## src/rtl/ps2_frame_rx_if.sv

```systemverilog
// PS/2 receiver bus: raw PS/2 line inputs, received-byte outputs and
// an FSM state tap for checkers.
//
// Handshake: R_O is a valid-only strobe with no ready. It is high for exactly
// one clk cycle per completed frame. out and ERROR are valid in that cycle and
// hold until the next strobe. The consumer cannot apply backpressure.
interface ps2_frame_rx_if;
  logic       PS2_clk;
  logic       PS2_dat;
  logic [7:0] out;
  logic       R_O;
  logic       ERROR;
  logic [1:0] state_dbg;

  modport master (
    output PS2_clk,
    output PS2_dat,
    input  out,
    input  R_O,
    input  ERROR,
    input  state_dbg
  );

  modport slave (
    input  PS2_clk,
    input  PS2_dat,
    output out,
    output R_O,
    output ERROR,
    output state_dbg
  );
endinterface

```

## src/rtl/ps2_frame_rx.sv

```systemverilog
// PS/2 frame receiver. The raw PS/2 clock and data lines are synchronized.
// The clock is then deglitched, and each filtered falling edge clocks one bit of
// an 11-bit frame into the FSM: start, 8 data bits LSB-first, odd parity, stop.
// If the PS/2 clock stalls mid-frame, a watchdog drops the partial frame.
module ps2_frame_rx #(
  parameter int FILTER_LEN = 4,
  parameter int TIMEOUT    = 5000
) (
  input  logic           clk,
  input  logic           rst_n,
  ps2_frame_rx_if.slave  bus
);

  typedef enum logic [1:0] {
    IDLE   = 2'd0,
    DATA   = 2'd1,
    PARITY = 2'd2,
    STOP   = 2'd3
  } state_t;

  localparam logic [3:0]  FILT_LAST = 4'(FILTER_LEN - 1);
  localparam logic [15:0] TO_LIMIT  = 16'(TIMEOUT);

  // Synchronizers reset to 1, which is the PS/2 idle level.
  logic clk_s1, clk_s2;
  logic dat_s1, dat_s2;

  logic       filt_q;
  logic [3:0] filt_cnt;
  logic       fall;

  state_t      state_q, state_d;
  logic [7:0]  shift_q, shift_d;
  logic [2:0]  bit_cnt_q, bit_cnt_d;
  logic        par_err_q, par_err_d;
  logic [15:0] to_cnt_q, to_cnt_d;
  logic [7:0]  out_q, out_d;
  logic        err_q, err_d;
  logic        ro_q, ro_d;

  // Two-flop synchronizers for both asynchronous PS/2 lines
  always_ff @(posedge clk or negedge rst_n) begin
    if (!rst_n) begin
      clk_s1 <= 1'b1;
      clk_s2 <= 1'b1;
      dat_s1 <= 1'b1;
      dat_s2 <= 1'b1;
    end else begin
      clk_s1 <= bus.PS2_clk;
      clk_s2 <= clk_s1;
      dat_s1 <= bus.PS2_dat;
      dat_s2 <= dat_s1;
    end
  end

  // Deglitch: follow the synchronized clock only after FILTER_LEN equal samples
  // of the new level. Raise a one-cycle fall pulse when the level drops to 0.
  always_ff @(posedge clk or negedge rst_n) begin
    if (!rst_n) begin
      filt_q   <= 1'b1;
      filt_cnt <= 4'd0;
      fall     <= 1'b0;
    end else if (clk_s2 != filt_q) begin
      if (filt_cnt == FILT_LAST) begin
        filt_q   <= clk_s2;
        filt_cnt <= 4'd0;
        fall     <= ~clk_s2;
      end else begin
        filt_cnt <= filt_cnt + 4'd1;
        fall     <= 1'b0;
      end
    end else begin
      filt_cnt <= 4'd0;
      fall     <= 1'b0;
    end
  end

  // Frame FSM state and datapath registers
  always_ff @(posedge clk or negedge rst_n) begin
    if (!rst_n) begin
      state_q   <= IDLE;
      shift_q   <= 8'h00;
      bit_cnt_q <= 3'd0;
      par_err_q <= 1'b0;
      to_cnt_q  <= 16'd0;
      out_q     <= 8'h00;
      err_q     <= 1'b0;
      ro_q      <= 1'b0;
    end else begin
      state_q   <= state_d;
      shift_q   <= shift_d;
      bit_cnt_q <= bit_cnt_d;
      par_err_q <= par_err_d;
      to_cnt_q  <= to_cnt_d;
      out_q     <= out_d;
      err_q     <= err_d;
      ro_q      <= ro_d;
    end
  end

  // Next-state, bit assembly, result strobe and stall watchdog
  always_comb begin
    state_d   = state_q;
    shift_d   = shift_q;
    bit_cnt_d = bit_cnt_q;
    par_err_d = par_err_q;
    to_cnt_d  = to_cnt_q;
    out_d     = out_q;
    err_d     = err_q;
    ro_d      = 1'b0;

    case (state_q)
      IDLE: begin
        if (fall && !dat_s2) begin
          state_d   = DATA;
          bit_cnt_d = 3'd0;
        end
      end
      DATA: begin
        if (fall) begin
          shift_d   = {dat_s2, shift_q[7:1]};
          bit_cnt_d = bit_cnt_q + 3'd1;
          if (bit_cnt_q == 3'd7) begin
            state_d = PARITY;
          end
        end
      end
      PARITY: begin
        if (fall) begin
          // Odd parity: data plus parity bit must have an odd number of ones.
          par_err_d = ~(^shift_q ^ dat_s2);
          state_d   = STOP;
        end
      end
      STOP: begin
        if (fall) begin
          state_d = IDLE;
          ro_d    = 1'b1;
          out_d   = shift_q;
          err_d   = par_err_q | ~dat_s2;
        end
      end
      default: state_d = IDLE;
    endcase

    // The watchdog runs only while a frame is open. A fall in the same cycle
    // as expiry wins, so a late-but-valid bit still counts.
    if (state_q == IDLE) begin
      to_cnt_d = 16'd0;
    end else if (fall) begin
      to_cnt_d = 16'd0;
    end else if (to_cnt_q == TO_LIMIT) begin
      to_cnt_d = 16'd0;
      state_d  = IDLE;
    end else begin
      to_cnt_d = to_cnt_q + 16'd1;
    end
  end

  assign bus.out       = out_q;
  assign bus.R_O       = ro_q;
  assign bus.ERROR     = err_q;
  assign bus.state_dbg = state_q;

endmodule

```

## src/flat_wrapper.sv

```systemverilog
// flat-port wrapper written by rule: the top's interface ports become plain ports
module ps2_frame_rx_flat 
#(
  parameter int FILTER_LEN = 4,
  parameter int TIMEOUT    = 5000
)
  (clk, rst_n, bus_PS2_clk, bus_PS2_dat, bus_out, bus_R_O, bus_ERROR, bus_state_dbg);
  ps2_frame_rx_if bus_i ();
  input  logic clk;
  input  logic rst_n;
  input wire logic [$bits(bus_i.PS2_clk)-1:0] bus_PS2_clk;
  input wire logic [$bits(bus_i.PS2_dat)-1:0] bus_PS2_dat;
  output wire logic [$bits(bus_i.out)-1:0] bus_out;
  output wire logic [$bits(bus_i.R_O)-1:0] bus_R_O;
  output wire logic [$bits(bus_i.ERROR)-1:0] bus_ERROR;
  output wire logic [$bits(bus_i.state_dbg)-1:0] bus_state_dbg;
  assign bus_i.PS2_clk = bus_PS2_clk;
  assign bus_i.PS2_dat = bus_PS2_dat;
  assign bus_out = bus_i.out;
  assign bus_R_O = bus_i.R_O;
  assign bus_ERROR = bus_i.ERROR;
  assign bus_state_dbg = bus_i.state_dbg;
  ps2_frame_rx #(.FILTER_LEN(FILTER_LEN), .TIMEOUT(TIMEOUT)) u_core (.clk(clk), .rst_n(rst_n), .bus(bus_i));
endmodule
```

## config.mk

```make
export PLATFORM = sky130hd
export DESIGN_NAME = ps2_frame_rx_flat
export DESIGN_NICKNAME = d
export VERILOG_FILES = /design/src/rtl/ps2_frame_rx_if.sv /design/src/rtl/ps2_frame_rx.sv /design/src/flat_wrapper.sv
export SDC_FILE = /design/constraint.sdc
export NUM_CORES = 1
export LEC_CHECK = 0
export ABC_AREA = 1
export CAP_MARGIN = 20
export CORE_MARGIN = 10
export CORE_UTILIZATION = 25
export DETAILED_ROUTE_END_ITERATION = 16
export PLACE_DENSITY_LB_ADDON = 0.3
export SLEW_MARGIN = 20
export SYNTH_ARGS = -nofsm -noshare
export SYNTH_HDL_FRONTEND = slang
export SYNTH_SLANG_ARGS = --single-unit
```

## constraint.sdc

```tcl
create_clock -name clk -period 2.9 [get_ports clk]
set_input_delay 0.435 -clock clk [delete_from_list [all_inputs] [get_ports clk]]
set_output_delay 0.435 -clock clk [all_outputs]
set_load 0.02 [all_outputs]
```

==> flow_summary.ini <==
[detailed_routing]
postRouteAntennaNets = 0
wl_per_cell_um = 10.48
dr.pass1.iters = 4
wl_um = 4557
viasPerCell = 4.085
drc = 0
vias = 1777
drt-initial-drc-count = 109

[power]
power.density_nw_per_um2 = 554.9
peakVddDrop_v = 0.0003405
p_leak_uw = 0.001262
finalPower_uw = 1580

[layout]
drive_gt1_share_pct = 14.71
most-common-layout-cells = nand2_1 (70), dfrtp_1 (45), inv_1 (36), nor2_1 (30), nand3_1 (16)
final_common_cell = nand2_1
diodes = 0
area_delta_synth_final_pct = 17.32
multiInputGateArea_um2 = 987.2
final_cells = 435
fin_util_pct = 30.53
final.fill_count = 972
num-nets-final = 314
ff_latch_area_um2 = 1257

[critical_path]
cp_cell_sequence = clkdlybuf4s50_1
cpPeakStageDelay_ns = 0.65
path_delay_family = buffers and inverters
rrSetupSlack_ns = 1.33
cp.arrival_ns = 1.41
critPathBufInv = 1
worst-path-max-fanout = 5
r2r_cells = 9
cp-end-kind = output port
path_class = flip-flop to output port
crit_required_ns = 2.47
crit_slowest_cell = clkdlybuf4s50_1
crit_path_start_kind = flip-flop
reg2reg_from = u_core.to_cnt_q[0]$_DFF_PN0_
r2r-end = u_core.to_cnt_q[9]$_DFF_PN0_

[logic_synthesis]
syn_area_per_cell_um2 = 8.577
yosysWarnings = 0
synth-edff-count = 0
syn_area_um2 = 2427
yosysSeqAreaShare_pct = 51.80
synthesis.nets = 292
ys.flop_type = dfrtp_1
synth_seq_cells = 50
ys_types = 32
async_flop_share_pct = 100.0
syn_inst = 283

[run_status]
status = complete, no violations

[clocking]
cts_made_buffers = 5
clkSlewWorstSetupHoldPaths_ns = 0.09
clock_latency_ns = 0.31
post_cts_resized = 0
clockBufferDepth = 2
cts_sinks = 50
post_cts_buffers = 0
hold_buffers = 1
cts_max_level = 2
cts_tree = done
cts-root-buf = clkbuf_8

[floorplanning]
core_area_um2 = 9328
initial_utilization_pct = 26.02
rows = 35
io_pins = 16
die-area_um2 = 14050
die_h_um = 118.5
die_w_um = 118.5

[grt]
grtUsageTotal_pct = 6.899
grt_pass1_vias = 1774
grt_pass1_wl_um = 8314
antenna_found_initial = 0
gr-total-overflow = 0
grt_start_max_net_pins = 23

[timing]
rsz0062_at_grt = false
setup_tns_ns = 0
drv_slew = 0
skew_ns = 0.01339
setup_viol = 0
max_freq_mhz = 541.3
fin_crit_ns = 1.847
maxSlewHeadroom_pct = 73.35
hold_viol = 0
layout_setup_ws_ns = 1.053
period_share_pct = 63.70
worst_slew_pin_slew_ns = 0.3989

[placement]
hpwl_um = 3497
place_ws_ns = 1.330
io_buffers = 15
gp_congestion = 0.8051
dp_cells = 426

[worst_hold_path]
whs_endpoint = u_core.dat_s2$_DFF_PN1_
hold_depth = 0
hp-start = u_core.dat_s1$_DFF_PN1_
min_path_type = flip-flop to flip-flop

[flow_run]
cap_violations = 0
Yosys cell counts, types with 2 or more instances:
master,number,area [µm²]
inv_1,36,135.1
nor3b_2,3,37.54
nand2_1,70,262.8
nand3_1,16,80.08
nor2_4,3,33.78
a31oi_1,2,12.51
xnor2_1,2,17.52
o21ai_1,12,60.06
nand4_1,2,12.51
nor3_1,3,15.01
dfstp_2,5,131.4
nand2_2,4,25.02
xor2_1,4,35.03
inv_2,5,18.77
nor2_1,30,112.6
ha_1,5,62.56
nor2_2,6,37.54
dfrtp_1,45,1126
nor3_2,2,20.02
nor3_4,2,32.53
o21ai_0,12,60.06
a21oi_1,4,20.02
routing by layer:
layer | part of all wire, % | routed length (µm) | track usage, % | vias up
met3 | 2.7 | 122 | 1.523 | 4
li1 | - | - | - | 926
met5 | 0 | 0 | 0 | -
met4 | 1.1 | 51 | 2.290 | 0
met2 | 44 | 2010 | 10.41 | 15
met1 | 52 | 2372 | 9.501 | 832
where the power goes:
part | internal [µW] | switching, µW
logic | 98.0 | 176
registers | 758 | 46.9
clock network | 259 | 242
worst max-delay path by stage:
| stage | startpoint | end | slack (ns) | cells after the start |
|---|---|---|---|---|
| 6_report | u_core.bus.state_dbg[1]$_DFF_PN0_ | bus_state_dbg[1] | 1.05 | 1 |
| 5_1_grt | u_core.bus.state_dbg[1]$_DFF_PN0_ | bus_state_dbg[1] | 0.99 | 1 |
| 4_1_cts | u_core.bus.state_dbg[1]$_DFF_PN0_ | bus_state_dbg[1] | 1.02 | 1 |
| 3_5_place_dp | u_core.to_cnt_q[0]$_DFF_PN0_ | u_core.to_cnt_q[14]$_DFF_PN0_ | 1.33 | 9 |
| 3_3_place_gp | u_core.bus.state_dbg[1]$_DFF_PN0_ | bus_state_dbg[1] | 1.39 | 1 |
| 2_1_floorplan | u_core.bus.state_dbg[0]$_DFF_PN0_ | u_core.bus.state_dbg[0]$_DFF_PN0_ | 1.63 | 6 |
sequential cells by signal, indices dropped and copies added (netlist names), 2 cells and up:
signal and flops:
u_core.to_cnt_q 16, u_core.bus.state_dbg 2, u_core.filt_cnt 4, u_core.bit_cnt_q 3, u_core.shift_q 8, u_core.bus.out 8
through the flow:
stage / hold slack (ns) / area [µm²]
after CTS: 0.3612 / 2848
final: 0.3600 / 2848
after floorplan: 0.1394 / 2427
after detailed placement: 0.3349 / 2725
after global routing: 0.3707 / 2848
after global placement: 0.3298 / 2725
area by class of cell:
type / instances / share of cell area, %
repair buffers: 18 / 5.975
flip-flops and latches: 50 / 44.16
well taps: 129 / 5.668
multi-input cells: 188 / 34.67
inverters: 42 / 5.580
clock inverters: 3 / 1.538
clock buffers: 5 / 2.417
kinds of logic (layout without fill, tap and decap cells):
logic type,count (synthesis),count (layout),share of synthesized area (%)
and+or+nand+nor,144,144,28.56
DFF,50,50,51.80
buffers and inverters,45,68,7.526
AOI/OAI and AO/OA,32,32,6.959
xor gates and xnor gates,6,6,2.165
adders and majority gates,5,5,2.577
muxes,1,1,0.4124
Power figures use the tool's default switching activity.
